[config.mk]
export PLATFORM = sky130hd
export DESIGN_NAME = maze_player_ctrl
export DESIGN_NICKNAME = d
export VERILOG_FILES = /design/src/rtl/maze_player_ctrl.sv
export SDC_FILE = /design/constraint.sdc
export NUM_CORES = 1
export LEC_CHECK = 0
export BUFFER_PORTS_ARGS = -buffer_cell sky130_fd_sc_hd__buf_2
export CORE_MARGIN = 2
export CORE_UTILIZATION = 39
export CTS_CLUSTER_DIAMETER = 80
export DETAILED_ROUTE_END_ITERATION = 8
export PLACE_DENSITY = 0.57
export SYNTH_ARGS = -nofsm -noshare
export SYNTH_HDL_FRONTEND = slang
export SYNTH_SLANG_ARGS = --single-unit
[constraint.sdc]
create_clock -name clk -period 4.1 [get_ports clk]
set_clock_uncertainty 0.1 [all_clocks]
set_input_delay 0.82 -clock clk [delete_from_list [all_inputs] [get_ports clk]]
set_output_delay 0.82 -clock clk [all_outputs]
set_load 0.02 [all_outputs]
[src/rtl/maze_player_ctrl.sv]
// maze_player_ctrl: player position/heading controller for the maze renderer.
// Walls come from an external synchronous map ROM (1-cycle read latency).
// Key rising edges become turn/move actions; moves are checked for walls and
// map bounds before commit. Optional build macro: AUTO_REPEAT_EN (held
// forward/back key re-fires the last move every REPEAT_CYCLES cycles).
//
// Handshake: there is no valid/ready pair. key_pressed is a level bus; an
// action is taken only on a rising edge seen in IDLE while at_exit is low, and
// edges arriving at any other time are dropped, never queued. map_rd_x/y is a
// registered address; map_rd_wall must answer that address one cycle later.
module maze_player_ctrl #(
  parameter int MAP_W         = 11,
  parameter int MAP_H         = 21,
  parameter int COORD_W       = 6,
  parameter int INIT_X        = 5,
  parameter int INIT_Y        = 2,
  parameter int INIT_DIR      = 3,
  parameter int EXIT_X        = 9,
  parameter int EXIT_Y        = 19,
  parameter int REPEAT_CYCLES = 12500000
) (
  input  logic               clk,
  input  logic               rstn,
  input  logic [3:0]         key_pressed,
  output logic [COORD_W-1:0] map_rd_x,
  output logic [COORD_W-1:0] map_rd_y,
  input  logic               map_rd_wall,
  output logic [COORD_W-1:0] px,
  output logic [COORD_W-1:0] py,
  output logic [1:0]         direction,
  output logic               busy,
  output logic               refresh,
  output logic               bump,
  output logic               at_exit,
  output logic [1:0]         dbg_state
);

  typedef enum logic [1:0] {
    S_IDLE   = 2'd0,
    S_LOOKUP = 2'd1,
    S_CHECK  = 2'd2
  } state_t;

  localparam logic signed [COORD_W-1:0] LP_MAP_W  = COORD_W'(MAP_W);
  localparam logic signed [COORD_W-1:0] LP_MAP_H  = COORD_W'(MAP_H);
  localparam logic signed [COORD_W-1:0] LP_INIT_X = COORD_W'(INIT_X);
  localparam logic signed [COORD_W-1:0] LP_INIT_Y = COORD_W'(INIT_Y);
  localparam logic signed [COORD_W-1:0] LP_EXIT_X = COORD_W'(EXIT_X);
  localparam logic signed [COORD_W-1:0] LP_EXIT_Y = COORD_W'(EXIT_Y);

  state_t                     r_state, w_state_n;
  logic [3:0]                 r_key_q;
  logic signed [COORD_W-1:0]  r_px, r_py, r_tx, r_ty;
  logic signed [COORD_W-1:0]  w_px_n, w_py_n, w_tx_n, w_ty_n;
  logic [COORD_W-1:0]         r_rd_x, r_rd_y, w_rd_x_n, w_rd_y_n;
  logic [1:0]                 r_dir, w_dir_n;
  logic                       r_refresh, r_bump, r_at_exit;
  logic                       w_refresh_n, w_bump_n;
  logic [3:0]                 w_edge, w_edge_eff, w_take;
  logic signed [COORD_W-1:0]  w_fx, w_fy;
  logic                       w_blocked;

  assign w_edge = key_pressed & ~r_key_q;

`ifdef AUTO_REPEAT_EN
  localparam int RC_W = (REPEAT_CYCLES > 1) ? $clog2(REPEAT_CYCLES) : 1;
  localparam logic [RC_W-1:0] LP_RC_MAX = RC_W'(REPEAT_CYCLES - 1);

  logic [RC_W-1:0] r_rep_cnt;
  logic [1:0]      r_last_move;
  logic            w_held_fwd, w_held_back, w_rep_en, w_rep_hit;

  assign w_held_fwd  = key_pressed[1] & r_last_move[1];
  assign w_held_back = key_pressed[0] & r_last_move[0];
  assign w_rep_en    = (r_state == S_IDLE) & ~r_at_exit &
                       (w_held_fwd | w_held_back) & (w_edge == 4'b0000);
  assign w_rep_hit   = w_rep_en & (r_rep_cnt == LP_RC_MAX);
  assign w_edge_eff  = w_edge | {2'b00, w_held_fwd & w_rep_hit,
                                 w_held_back & ~w_held_fwd & w_rep_hit};

  // Repeat counter runs only while the last move key is held in IDLE
  always_ff @(posedge clk) begin
    if (!rstn) begin
      r_rep_cnt   <= '0;
      r_last_move <= 2'b00;
    end else begin
      if (!w_rep_en || w_rep_hit) r_rep_cnt <= '0;
      else                        r_rep_cnt <= r_rep_cnt + 1'b1;
      if (w_take != 4'b0000) r_last_move <= w_take[1:0];
    end
  end
`else
  assign w_edge_eff = w_edge;
`endif

  // Forward unit vector for the current heading (north is -y)
  always_comb begin
    w_fx = '0;
    w_fy = '0;
    case (r_dir)
      2'd0:    w_fx = COORD_W'(1);
      2'd1:    w_fy = -COORD_W'(1);
      2'd2:    w_fx = -COORD_W'(1);
      default: w_fy = COORD_W'(1);
    endcase
  end

  // Priority pick of one action: left > right > forward > back
  always_comb begin
    w_take = 4'b0000;
    if (r_state == S_IDLE && !r_at_exit) begin
      if      (w_edge_eff[3]) w_take = 4'b1000;
      else if (w_edge_eff[2]) w_take = 4'b0100;
      else if (w_edge_eff[1]) w_take = 4'b0010;
      else if (w_edge_eff[0]) w_take = 4'b0001;
    end
  end

  // Out-of-range targets are blocked regardless of what the ROM returned
  assign w_blocked = map_rd_wall | r_tx[COORD_W-1] | r_ty[COORD_W-1] |
                     (r_tx >= LP_MAP_W) | (r_ty >= LP_MAP_H);

  // Next-state and datapath next values
  always_comb begin
    w_state_n   = r_state;
    w_px_n      = r_px;
    w_py_n      = r_py;
    w_dir_n     = r_dir;
    w_tx_n      = r_tx;
    w_ty_n      = r_ty;
    w_rd_x_n    = r_rd_x;
    w_rd_y_n    = r_rd_y;
    w_refresh_n = 1'b0;
    w_bump_n    = 1'b0;
    case (r_state)
      S_IDLE: begin
        if (w_take[3]) begin
          w_dir_n     = r_dir + 2'd1;
          w_refresh_n = 1'b1;
        end else if (w_take[2]) begin
          w_dir_n     = r_dir - 2'd1;
          w_refresh_n = 1'b1;
        end else if (w_take[1] || w_take[0]) begin
          w_tx_n    = w_take[1] ? (r_px + w_fx) : (r_px - w_fx);
          w_ty_n    = w_take[1] ? (r_py + w_fy) : (r_py - w_fy);
          w_rd_x_n  = w_tx_n;
          w_rd_y_n  = w_ty_n;
          w_state_n = S_LOOKUP;
        end
      end
      S_LOOKUP: w_state_n = S_CHECK;
      S_CHECK: begin
        if (w_blocked) begin
          w_bump_n = 1'b1;
        end else begin
          w_px_n      = r_tx;
          w_py_n      = r_ty;
          w_refresh_n = 1'b1;
        end
        w_state_n = S_IDLE;
      end
      default: w_state_n = S_IDLE;
    endcase
  end

  // State and datapath registers; reset aborts any move in flight
  always_ff @(posedge clk) begin
    if (!rstn) begin
      r_state   <= S_IDLE;
      r_key_q   <= 4'b0000;
      r_px      <= LP_INIT_X;
      r_py      <= LP_INIT_Y;
      r_dir     <= 2'(INIT_DIR);
      r_tx      <= '0;
      r_ty      <= '0;
      r_rd_x    <= '0;
      r_rd_y    <= '0;
      r_refresh <= 1'b0;
      r_bump    <= 1'b0;
      r_at_exit <= 1'b0;
    end else begin
      r_state   <= w_state_n;
      r_key_q   <= key_pressed;
      r_px      <= w_px_n;
      r_py      <= w_py_n;
      r_dir     <= w_dir_n;
      r_tx      <= w_tx_n;
      r_ty      <= w_ty_n;
      r_rd_x    <= w_rd_x_n;
      r_rd_y    <= w_rd_y_n;
      r_refresh <= w_refresh_n;
      r_bump    <= w_bump_n;
      r_at_exit <= r_at_exit | ((r_px == LP_EXIT_X) && (r_py == LP_EXIT_Y));
    end
  end

  assign map_rd_x  = r_rd_x;
  assign map_rd_y  = r_rd_y;
  assign px        = r_px;
  assign py        = r_py;
  assign direction = r_dir;
  assign busy      = (r_state != S_IDLE);
  assign refresh   = r_refresh;
  assign bump      = r_bump;
  assign at_exit   = r_at_exit;
  assign dbg_state = r_state;

endmodule

==> results.py, run 1 <==
metrics = {
    "run_status": {
        "outcome": "finished clean",
    },
    "die": {
        "chipHeight_um": 73.7,
        "rows": 25,
        "start_util_pct": 40.4,
        "io_pins": 39,
        "core-area_um2": 4690,
        "die_w_um": 73.7,
        "die-area_um2": 5430,
    },
    "timing": {
        "fin_setup_tns_ps": 0,
        "final-setup-viol-count": 0,
        "fmax_mhz": 349,
        "rsz0062_at_grt": "false",
        "max_slew_margin_pct": 52.3,
        "period_share_pct": 70.0,
        "setup_ws_ps": 1230,
        "hold_viol": 0,
        "final_max_slew_viol_count": 0,
        "period_needed_ps": 2870,
        "tightest_slew_ps": 714,
        "hold-worst-slack_ps": 386,
    },
    "detailed_routing": {
        "via_count": 1528,
        "wl_met3_um": 194,
        "ant_nets": 0,
        "drt_iter0_drc": 49,
        "via_per_inst": 5.22,
        "wl_met2_um": 1920,
        "dr.max_layer_used": "met4",
        "routed_wl_um": 4240,
        "drcViolationCount": 0,
        "routedWlPerCell_um": 14.5,
        "wl_met1_um": 2110,
        "dr.pass1.iters": 4,
    },
    "critical_path": {
        "path_class": "primary input to flip-flop",
        "crit_arrival_ps": 2980,
        "r2r_start": "dbg_state[1]$_SDFFE_PN0P_",
        "crit_fanout": 6,
        "r2r-end": "map_rd_x[5]$_SDFFE_PN0P_",
        "end_kind": "flip-flop",
        "cp.required_ps": 4210,
        "r2r_slack_ps": 1420,
        "critPathLaunch": "key_pressed[3]",
        "cp-start-kind": "primary input",
        "r2r_cells": 10,
    },
    "cts": {
        "cts-root-buf": "clkbuf_8",
        "clockBufferDepth": 2,
        "htreeDepth": 2,
        "cts_hold_buf": 0,
        "cts.repair.resized": 0,
        "cts_tree": "yes",
        "clkSinkCount": 35,
        "post-cts-setup-buffer-count": 0,
        "numCtsBuffers": 5,
        "clkSlewWorstSetupHoldPaths_ps": 70,
        "clkLatencyLatePin_ps": 280,
    },
    "power": {
        "p_sw_mw": 0.263,
        "power_frac_comb_pct": 25.1,
        "ir_worst_vdd_mv": 0.204,
        "power_density_nw_per_um2": 392,
        "p_int_mw": 0.610,
        "seq_power_share_pct": 43.5,
        "power_frac_clock_pct": 31.4,
        "cellLeakagePower_nw": 1.11,
        "p_total_mw": 0.873,
        "swShare_pct": 30.2,
    },
    "placement": {
        "port_buffers": 38,
        "place.gp.congestion": 0.810,
        "place_ws_ps": 907,
        "place_inst": 285,
        "place_hpwl_um": 3100,
        "post_dp_cell_area_um2": 2130,
    },
    "global_route": {
        "grt_max_degree": 36,
        "antenna_found_initial": 0,
        "grt_util_all_layers_pct": 17.2,
        "overflow": 0,
        "grt_pass1_wl_um": 7040,
        "grt_pass1_vias": 1413,
    },
    "job": {
        "maxCapViolations": 0,
    },
    "logic_synthesis": {
        "avgSynthCellArea_um2": 9.57,
        "syn_area_um2": 1890,
        "synth_top_flop_cell": "dfxtp_1",
        "ys_warn_count": 0,
        "synthCells": 198,
        "synth_edf_count": 0,
        "async_reset_ff_share_pct": 0,
        "synth_nets": 222,
        "ys_ff_latch": 35,
        "synth_cell_type_count": 45,
        "ys_seq_area_share_pct": 37.0,
    },
    "layout": {
        "num_antenna_cells": 0,
        "nNetsFinal": 262,
        "post-route-cell-area_um2": 2230,
        "syn_to_final_growth_pct": 17.7,
        "fin_util_pct": 47.5,
        "final_cells": 293,
        "drive_gt1_share_pct": 23.4,
    },
    "hold_path": {
        "hold_class": "flip-flop to flip-flop",
        "worstHoldEndpoint": "map_rd_x[4]$_SDFFE_PN0P_",
        "whs_path_depth": 2,
        "hold_start": "map_rd_x[4]$_SDFFE_PN0P_",
    },
}
[cell usage after synthesis (3+ instances only)]
cell type,instances,share of area (%)
o21a_1,3,1.2
inv_1,7,1.4
ha_1,15,9.9
xnor2_1,5,2.3
nor2b_1,11,3.6
a21boi_0,6,2.4
clkbuf_1,5,0.99
and2_1,4,1.3
mux2i_1,10,5.3
nand2_1,19,3.8
nand2b_1,11,3.6
a21oi_1,8,2.1
nor2_1,5,0.99
nor3_1,3,0.79
o21ai_0,3,0.79
a211oi_1,5,2.0
a21o_1,4,1.6
dfxtp_1,35,37
and3_1,5,1.7
[sequential cells by signal (all words and copies together) (netlist names)]
name,flops
map_rd_x,6
dbg_state,2
px,6
bump,1
direction,2
py,6
map_rd_y,6
r_key_q,4
at_exit,1
refresh,1
[layout by cell type (no fill, tap or decap), types with 2 or more instances in the layout]
| cell | Yosys | routed |
|---|---|---|
| a21boi_1 | 2 | 2 |
| clkbuf_8 | 0 | 7 |
| ha_1 | 15 | 15 |
| inv_1 | 7 | 7 |
| a211oi_1 | 5 | 5 |
| mux2i_1 | 10 | 10 |
| nor3_1 | 3 | 3 |
| nor2b_1 | 11 | 11 |
| or2_2 | 2 | 2 |
| a21o_1 | 4 | 4 |
| fa_1 | 2 | 2 |
| a21oi_1 | 8 | 8 |
| dfxtp_1 | 35 | 35 |
| nand2_1 | 19 | 19 |
| nand2b_1 | 11 | 11 |
| and2_1 | 4 | 4 |
| a21boi_0 | 6 | 6 |
| buf_2 | 0 | 38 |
| o211a_1 | 2 | 2 |
| nor4_1 | 2 | 2 |
| o21bai_1 | 2 | 2 |
| nand3_1 | 2 | 2 |
| xnor2_1 | 5 | 5 |
| and3_1 | 5 | 5 |
| nor2_1 | 5 | 5 |
| o21ai_0 | 3 | 3 |
| o21a_1 | 3 | 3 |
| a211o_1 | 2 | 2 |
[critical path, cell delays in order]
cell and delay [ps]:
buf_2 100, nand2b_1 180, nand4_2 220, mux2i_1 320
inv_1 150, ha_1 310, a211oi_1 320, o21bai_1 120
a21oi_1 180, nand3_1 110, o211ai_2 160
[area by class of cell]
| class | instances | area (um2) |
|---|---|---|
| flip-flops and latches | 35 | 701 |
| multi-input cells | 150 | 1140 |
| fillers | 466 | 2460 |
| clock buffers | 8 | 100 |
| well taps | 54 | 67.6 |
| repair buffers | 39 | 198 |
| inverters | 7 | 26.3 |
[layer usage]
layer	vias to the layer above	global-route usage [%]
li1	777	-
met1	722	23.5
met2	27	26.3
met3	2	3.84
met4	0	6.67
met5	-	0
[worst max-delay path by stage]
stage	to	slack (ps)
floorplan	map_rd_x[5]$_SDFFE_PN0P_	1300
global route	map_rd_x[5]$_SDFFE_PN0P_	990
detailed placement	map_rd_x[5]$_SDFFE_PN0P_	910
CTS	map_rd_x[5]$_SDFFE_PN0P_	1210
finish	map_rd_x[5]$_SDFFE_PN0P_	1230
global placement	map_rd_x[5]$_SDFFE_PN0P_	1020
[cells by family (layout without fill, tap and decap cells)]
family          count (synthesis)  count (layout)  synth area share, %
xor+xnor                        5               5                 2.31
mux                            11              11                 5.88
compound gates                 43              43                 16.5
flops                          35              35                 37.0
buf+inv                        13              54                 2.97
fa+ha+maj                      17              17                 12.0
simple gates                   74              74                 23.3
[power by group through the flow]
stage	combinational [mW]	sequential, mW	clock [mW]
5_1_grt	0.247	0.383	0.298
3_3_place_gp	0.222	0.388	0
6_report	0.219	0.380	0.274
2_1_floorplan	0.148	0.404	0
3_5_place_dp	0.220	0.388	0
4_1_cts	0.221	0.381	0.283
(Power assumes the default switching activity.)
==> run 2, diff against run 1 <==
==> constraint.sdc (replaced) <==
create_clock -name clk -period 2.77 [get_ports clk]
set_clock_uncertainty 0.1 [all_clocks]
set_input_delay 0.554 -clock clk [delete_from_list [all_inputs] [get_ports clk]]
set_output_delay 0.554 -clock clk [all_outputs]
set_load 0.02 [all_outputs]
==> results.py, run 2 (synthesized netlist as in run 1, its figures left out) <==
metrics = {
    "run_status": {
        "outcome": "finished clean",
    },
    "die": {
        "die-area_um2": 5430,
        "start_util_pct": 40.4,
        "die_w_um": 73.7,
        "rows": 25,
        "chipHeight_um": 73.7,
        "io_pins": 39,
        "core-area_um2": 4690,
    },
    "critical_path": {
        "cp-start-kind": "flip-flop",
        "r2r_cells": 9,
        "cp.required_ps": 2840,
        "end_kind": "flip-flop",
        "r2r_start": "dbg_state[1]$_SDFFE_PN0P_",
        "cp-endpoint": "map_rd_y[5]$_SDFFE_PN0P_",
        "critPathLaunch": "dbg_state[1]$_SDFFE_PN0P_",
        "path_class": "flip-flop to flip-flop",
        "r2r_slack_ps": 220,
        "r2r-end": "map_rd_y[5]$_SDFFE_PN0P_",
        "crit_arrival_ps": 2630,
        "crit_fanout": 6,
    },
    "global_route": {
        "overflow": 0,
        "grt_pass1_wl_um": 7380,
        "grt_pass1_vias": 1469,
        "grt_max_degree": 35,
        "antenna_found_initial": 0,
        "grt_util_all_layers_pct": 17.8,
    },
    "cts": {
        "post-cts-setup-buffer-count": 0,
        "clkLatencyLatePin_ps": 290,
        "htreeDepth": 2,
        "cts_tree": "yes",
        "cts.repair.resized": 0,
        "cts_hold_buf": 0,
        "cts-root-buf": "clkbuf_8",
        "clkSinkCount": 35,
        "numCtsBuffers": 5,
        "clkSlewWorstSetupHoldPaths_ps": 70,
        "clockBufferDepth": 2,
    },
    "timing": {
        "tightest_slew_ps": 845,
        "setup_ws_ps": 219,
        "fmax_mhz": 392,
        "fin_setup_tns_ps": 0,
        "hold_viol": 0,
        "period_needed_ps": 2550,
        "final-setup-viol-count": 0,
        "rsz0062_at_grt": "false",
        "max_slew_margin_pct": 43.6,
        "period_share_pct": 92.1,
        "final_max_slew_viol_count": 0,
    },
    "placement": {
        "place_hpwl_um": 3150,
        "place.gp.congestion": 0.784,
        "place_ws_ps": 1.26,
        "port_buffers": 38,
    },
    "detailed_routing": {
        "via_count": 1521,
        "via_per_inst": 5.05,
        "dr.pass1.iters": 4,
        "routedWlPerCell_um": 14.5,
        "routed_wl_um": 4380,
        "drt_iter0_drc": 77,
        "ant_nets": 0,
        "drcViolationCount": 0,
    },
    "layout": {
        "syn_to_final_growth_pct": 19.9,
        "layout_common_cells": "buf_2, dfxtp_1, nand2_1, ha_1",
        "nNetsFinal": 270,
        "drive_gt1_share_pct": 25.5,
        "nFillCells": 472,
        "layout_commonest_cell": "buf_2",
        "fin_util_pct": 48.4,
        "num_antenna_cells": 0,
    },
    "power": {
        "power_density_nw_per_um2": 556,
        "ir_worst_vdd_mv": 0.246,
        "cellLeakagePower_nw": 1.14,
        "p_total_mw": 1.26,
    },
    "hold_path": {
        "hold_class": "primary input to flip-flop",
    },
    "job": {
        "maxCapViolations": 0,
    },
}
run 2: routing by layer:
layer / up-vias / part of all wire [%] / global-route usage, %
met5: - / 0 / 0
met4: 0 / 1.2 / 4.85
met3: 5 / 4.5 / 4.66
met2: 30 / 43 / 26.5
met1: 693 / 51 / 25.4
li1: 793 / - / -
run 2: critical path, cell delays in order (launching register included):
cell      delay, ps
dfxtp_1         340
nor3_4          230
nand4_2         210
mux2_2          390
ha_1            310
a211oi_1        270
o21bai_1        110
a21oi_1         190
nor4_1           60
a211o_1         220
run 2: metrics by stage:
step,hold WS (ps),area [um2],std cells
floorplan,451,1890,198
global placement,387,2190,293
detailed placement,388,2190,293
CTS,368,2270,301
global route,374,2270,301
finish,375,2270,301
run 2: cell type report:
class	count	area [um2]	share of cell area (%)
Multi-Input combinational cell	150	1140	50.1
Sequential cell	35	701	30.9
Timing Repair Buffer	47	258	11.3
Clock buffer	7	76.3	3.36
Tap cell	54	67.6	2.98
Inverter	7	26.3	1.16
Clock inverter	1	5.00	0.220
run 2: report_power, final:
group          switching [mW]  internal [mW]  total, mW
registers              0.0295          0.532      0.562
logic                   0.188          0.156      0.344
clock network           0.181          0.176      0.357
total                   0.399          0.865       1.26
run 2: worst min-delay path by stage:
stage	end	slack [ps]	start	cells past startpoint
2_1_floorplan	map_rd_x[4]$_SDFFE_PN0P_	450	map_rd_x[4]$_SDFFE_PN0P_	2
3_3_place_gp	map_rd_x[4]$_SDFFE_PN0P_	390	map_rd_x[4]$_SDFFE_PN0P_	2
3_5_place_dp	map_rd_x[4]$_SDFFE_PN0P_	390	map_rd_x[4]$_SDFFE_PN0P_	2
4_1_cts	r_key_q[1]$_SDFF_PN0_	370	key_pressed[1]	2
5_1_grt	r_key_q[0]$_SDFF_PN0_	370	key_pressed[0]	2
6_report	r_key_q[1]$_SDFF_PN0_	370	key_pressed[1]	2
==> run 3, diff against run 2 <==
--- a/config.mk
+++ b/config.mk
@@ -6,11 +6,14 @@
 export NUM_CORES = 1
 export LEC_CHECK = 0
 export BUFFER_PORTS_ARGS = -buffer_cell sky130_fd_sc_hd__buf_2
+export CELL_PAD_IN_SITES_DETAIL_PLACEMENT = 1
+export CELL_PAD_IN_SITES_GLOBAL_PLACEMENT = 1
 export CORE_MARGIN = 2
 export CORE_UTILIZATION = 39
 export CTS_CLUSTER_DIAMETER = 80
 export DETAILED_ROUTE_END_ITERATION = 8
-export PLACE_DENSITY = 0.57
+export PLACE_DENSITY = 0.72
+export SLEW_MARGIN = 0
 export SYNTH_ARGS = -nofsm -noshare
 export SYNTH_HDL_FRONTEND = slang
 export SYNTH_SLANG_ARGS = --single-unit
==> results.py, run 3 (synthesized netlist as in run 1, its figures left out) <==
metrics = {
    "layout": {
        "layout_commonest_cell": "buf_2",
        "num_antenna_cells": 0,
        "nNetsFinal": 272,
        "layout_common_cells": "buf_2, dfxtp_1, nand2_1, ha_1",
        "final_cells": 301,
        "nFillCells": 562,
        "syn_to_final_growth_pct": 20.3,
        "drive_gt1_share_pct": 26.3,
    },
    "detailed_routing": {
        "drcViolationCount": 0,
        "drt_iter0_drc": 59,
        "dr.pass1.iters": 4,
        "via_per_inst": 5.35,
        "routedWlPerCell_um": 16.0,
        "routed_wl_um": 4820,
        "via_count": 1610,
        "ant_nets": 0,
    },
    "timing": {
        "max_slew_margin_pct": 76.4,
        "setup_ws_ps": 174,
        "period_share_pct": 93.7,
        "period_needed_ps": 2600,
        "fmax_mhz": 385,
        "hold_viol": 0,
        "final-setup-viol-count": 0,
        "tightest_slew_ps": 352,
        "final_max_slew_viol_count": 0,
    },
    "critical_path": {
        "cp-start-kind": "flip-flop",
        "r2r_slack_ps": 170,
        "r2r_cells": 9,
        "crit_fanout": 5,
        "cp-endpoint": "map_rd_y[5]$_SDFFE_PN0P_",
        "cpMaxStageDelayCell": "mux2_2",
        "slowest_delay_ps": 390,
        "cp.required_ps": 2850,
        "path_class": "flip-flop to flip-flop",
        "crit_arrival_ps": 2680,
        "r2r_start": "dbg_state[1]$_SDFFE_PN0P_",
        "cp_top_family": "compound AO/OA/AOI/OAI gates",
        "end_kind": "flip-flop",
        "cp.depth": 9,
        "critPathBufInv": 0,
        "critPathLaunch": "dbg_state[1]$_SDFFE_PN0P_",
        "r2r-end": "map_rd_y[5]$_SDFFE_PN0P_",
        "critical_path.cell_chain": "nor3_4 -> nand4_2 -> mux2_2 -> ha_1 -> a211oi_1 -> o21bai_1 -> a21oi_1 -> nor4_1 -> a211o_1",
    },
    "global_route": {
        "grt_util_all_layers_pct": 19.7,
        "grt_max_degree": 35,
        "grt_pass1_vias": 1627,
        "antenna_found_initial": 0,
        "grt_pass1_wl_um": 8050,
        "overflow": 0,
    },
    "die": {
        "die_w_um": 73.7,
        "rows": 25,
        "start_util_pct": 40.4,
        "die-area_um2": 5430,
        "io_pins": 39,
        "core-area_um2": 4690,
        "chipHeight_um": 73.7,
    },
    "job": {
        "maxCapViolations": 0,
    },
    "cts": {
        "cts-root-buf": "clkbuf_8",
        "cts_hold_buf": 0,
        "clkSlewWorstSetupHoldPaths_ps": 70,
        "post-cts-setup-buffer-count": 0,
        "clkSinkCount": 35,
        "clkLatencyLatePin_ps": 290,
        "clockBufferDepth": 2,
        "cts_tree": "yes",
        "cts.repair.resized": 0,
        "htreeDepth": 2,
        "numCtsBuffers": 5,
    },
    "placement": {
        "place_inst": 295,
        "place_ws_ps": -11.4,
        "place.gp.congestion": 0.767,
        "place_hpwl_um": 3560,
        "port_buffers": 38,
    },
    "power": {
        "cellLeakagePower_nw": 1.14,
        "seq_power_share_pct": 44.8,
        "power_frac_clock_pct": 26.8,
        "p_sw_mw": 0.397,
        "swShare_pct": 31.6,
        "ir_worst_vdd_mv": 0.351,
        "power_frac_comb_pct": 28.4,
        "power_density_nw_per_um2": 552,
        "p_int_mw": 0.860,
    },
    "run_status": {
        "outcome": "finished clean",
    },
    "hold_path": {
        "hold_class": "primary input to flip-flop",
    },
}
run 3: changes by cell type in the layout (fill, tap and decap cells not counted), sizes merged:
cell / previous run / this run
clkbuf: 7 / 6
clkinv: 1 / 0
buf: 47 / 49
run 3: metal layers:
layer  routed length (um)  vias to the layer above  share of wire (%)  track usage, %
met3                  158                        8                3.3            4.12
li1                     -                      795                  -               -
met2                 2220                       27                 46            31.5
met5                    0                        -                  0               0
met1                 2370                      780                 49            26.1
met4                   67                        0                1.4            6.67
run 3: area by class of cell:
class                   count  area (um2)  area share [%]
flip-flops and latches     35         702            30.8
repair buffers             49         273            12.0
clock buffers               6        72.6            3.19
well taps                  54        67.6            2.97
inverters                   7        26.3            1.15
multi-input cells         150        1140            49.9
run 3: per-stage QoR:
step | area, um2 | total power [mW] | utilization (%) | TNS, ps | hold slack (ps)
2_1_floorplan | 1890 | 0.818 | - | 0 | 451
3_3_place_gp | 2200 | 0.919 | 47.0 | 0 | 379
3_5_place_dp | 2200 | 0.928 | 47.0 | -17.1 | 388
4_1_cts | 2280 | 1.27 | 48.5 | 0 | 365
5_1_grt | 2280 | 1.34 | 48.6 | -2.79 | 369
6_report | 2280 | 1.26 | 48.6 | 0 | 373
run 3: how the worst min path moves through the flow:
stage | startpoint | end | cells after the start
5_1_grt | key_pressed[0] | r_key_q[0]$_SDFF_PN0_ | 2
6_report | key_pressed[0] | r_key_q[0]$_SDFF_PN0_ | 2
3_5_place_dp | map_rd_x[4]$_SDFFE_PN0P_ | map_rd_x[4]$_SDFFE_PN0P_ | 2
4_1_cts | key_pressed[0] | r_key_q[0]$_SDFF_PN0_ | 2
2_1_floorplan | map_rd_x[4]$_SDFFE_PN0P_ | map_rd_x[4]$_SDFFE_PN0P_ | 2
3_3_place_gp | map_rd_x[4]$_SDFFE_PN0P_ | map_rd_x[4]$_SDFFE_PN0P_ | 2
run 3: power by group through the flow:
stage / sequential, mW / combinational (mW) / clock (mW)
floorplan: 0.598 / 0.220 / 0
CTS: 0.562 / 0.359 / 0.352
global placement: 0.573 / 0.346 / 0
global route: 0.567 / 0.400 / 0.370
finish: 0.563 / 0.358 / 0.337
detailed placement: 0.574 / 0.355 / 0
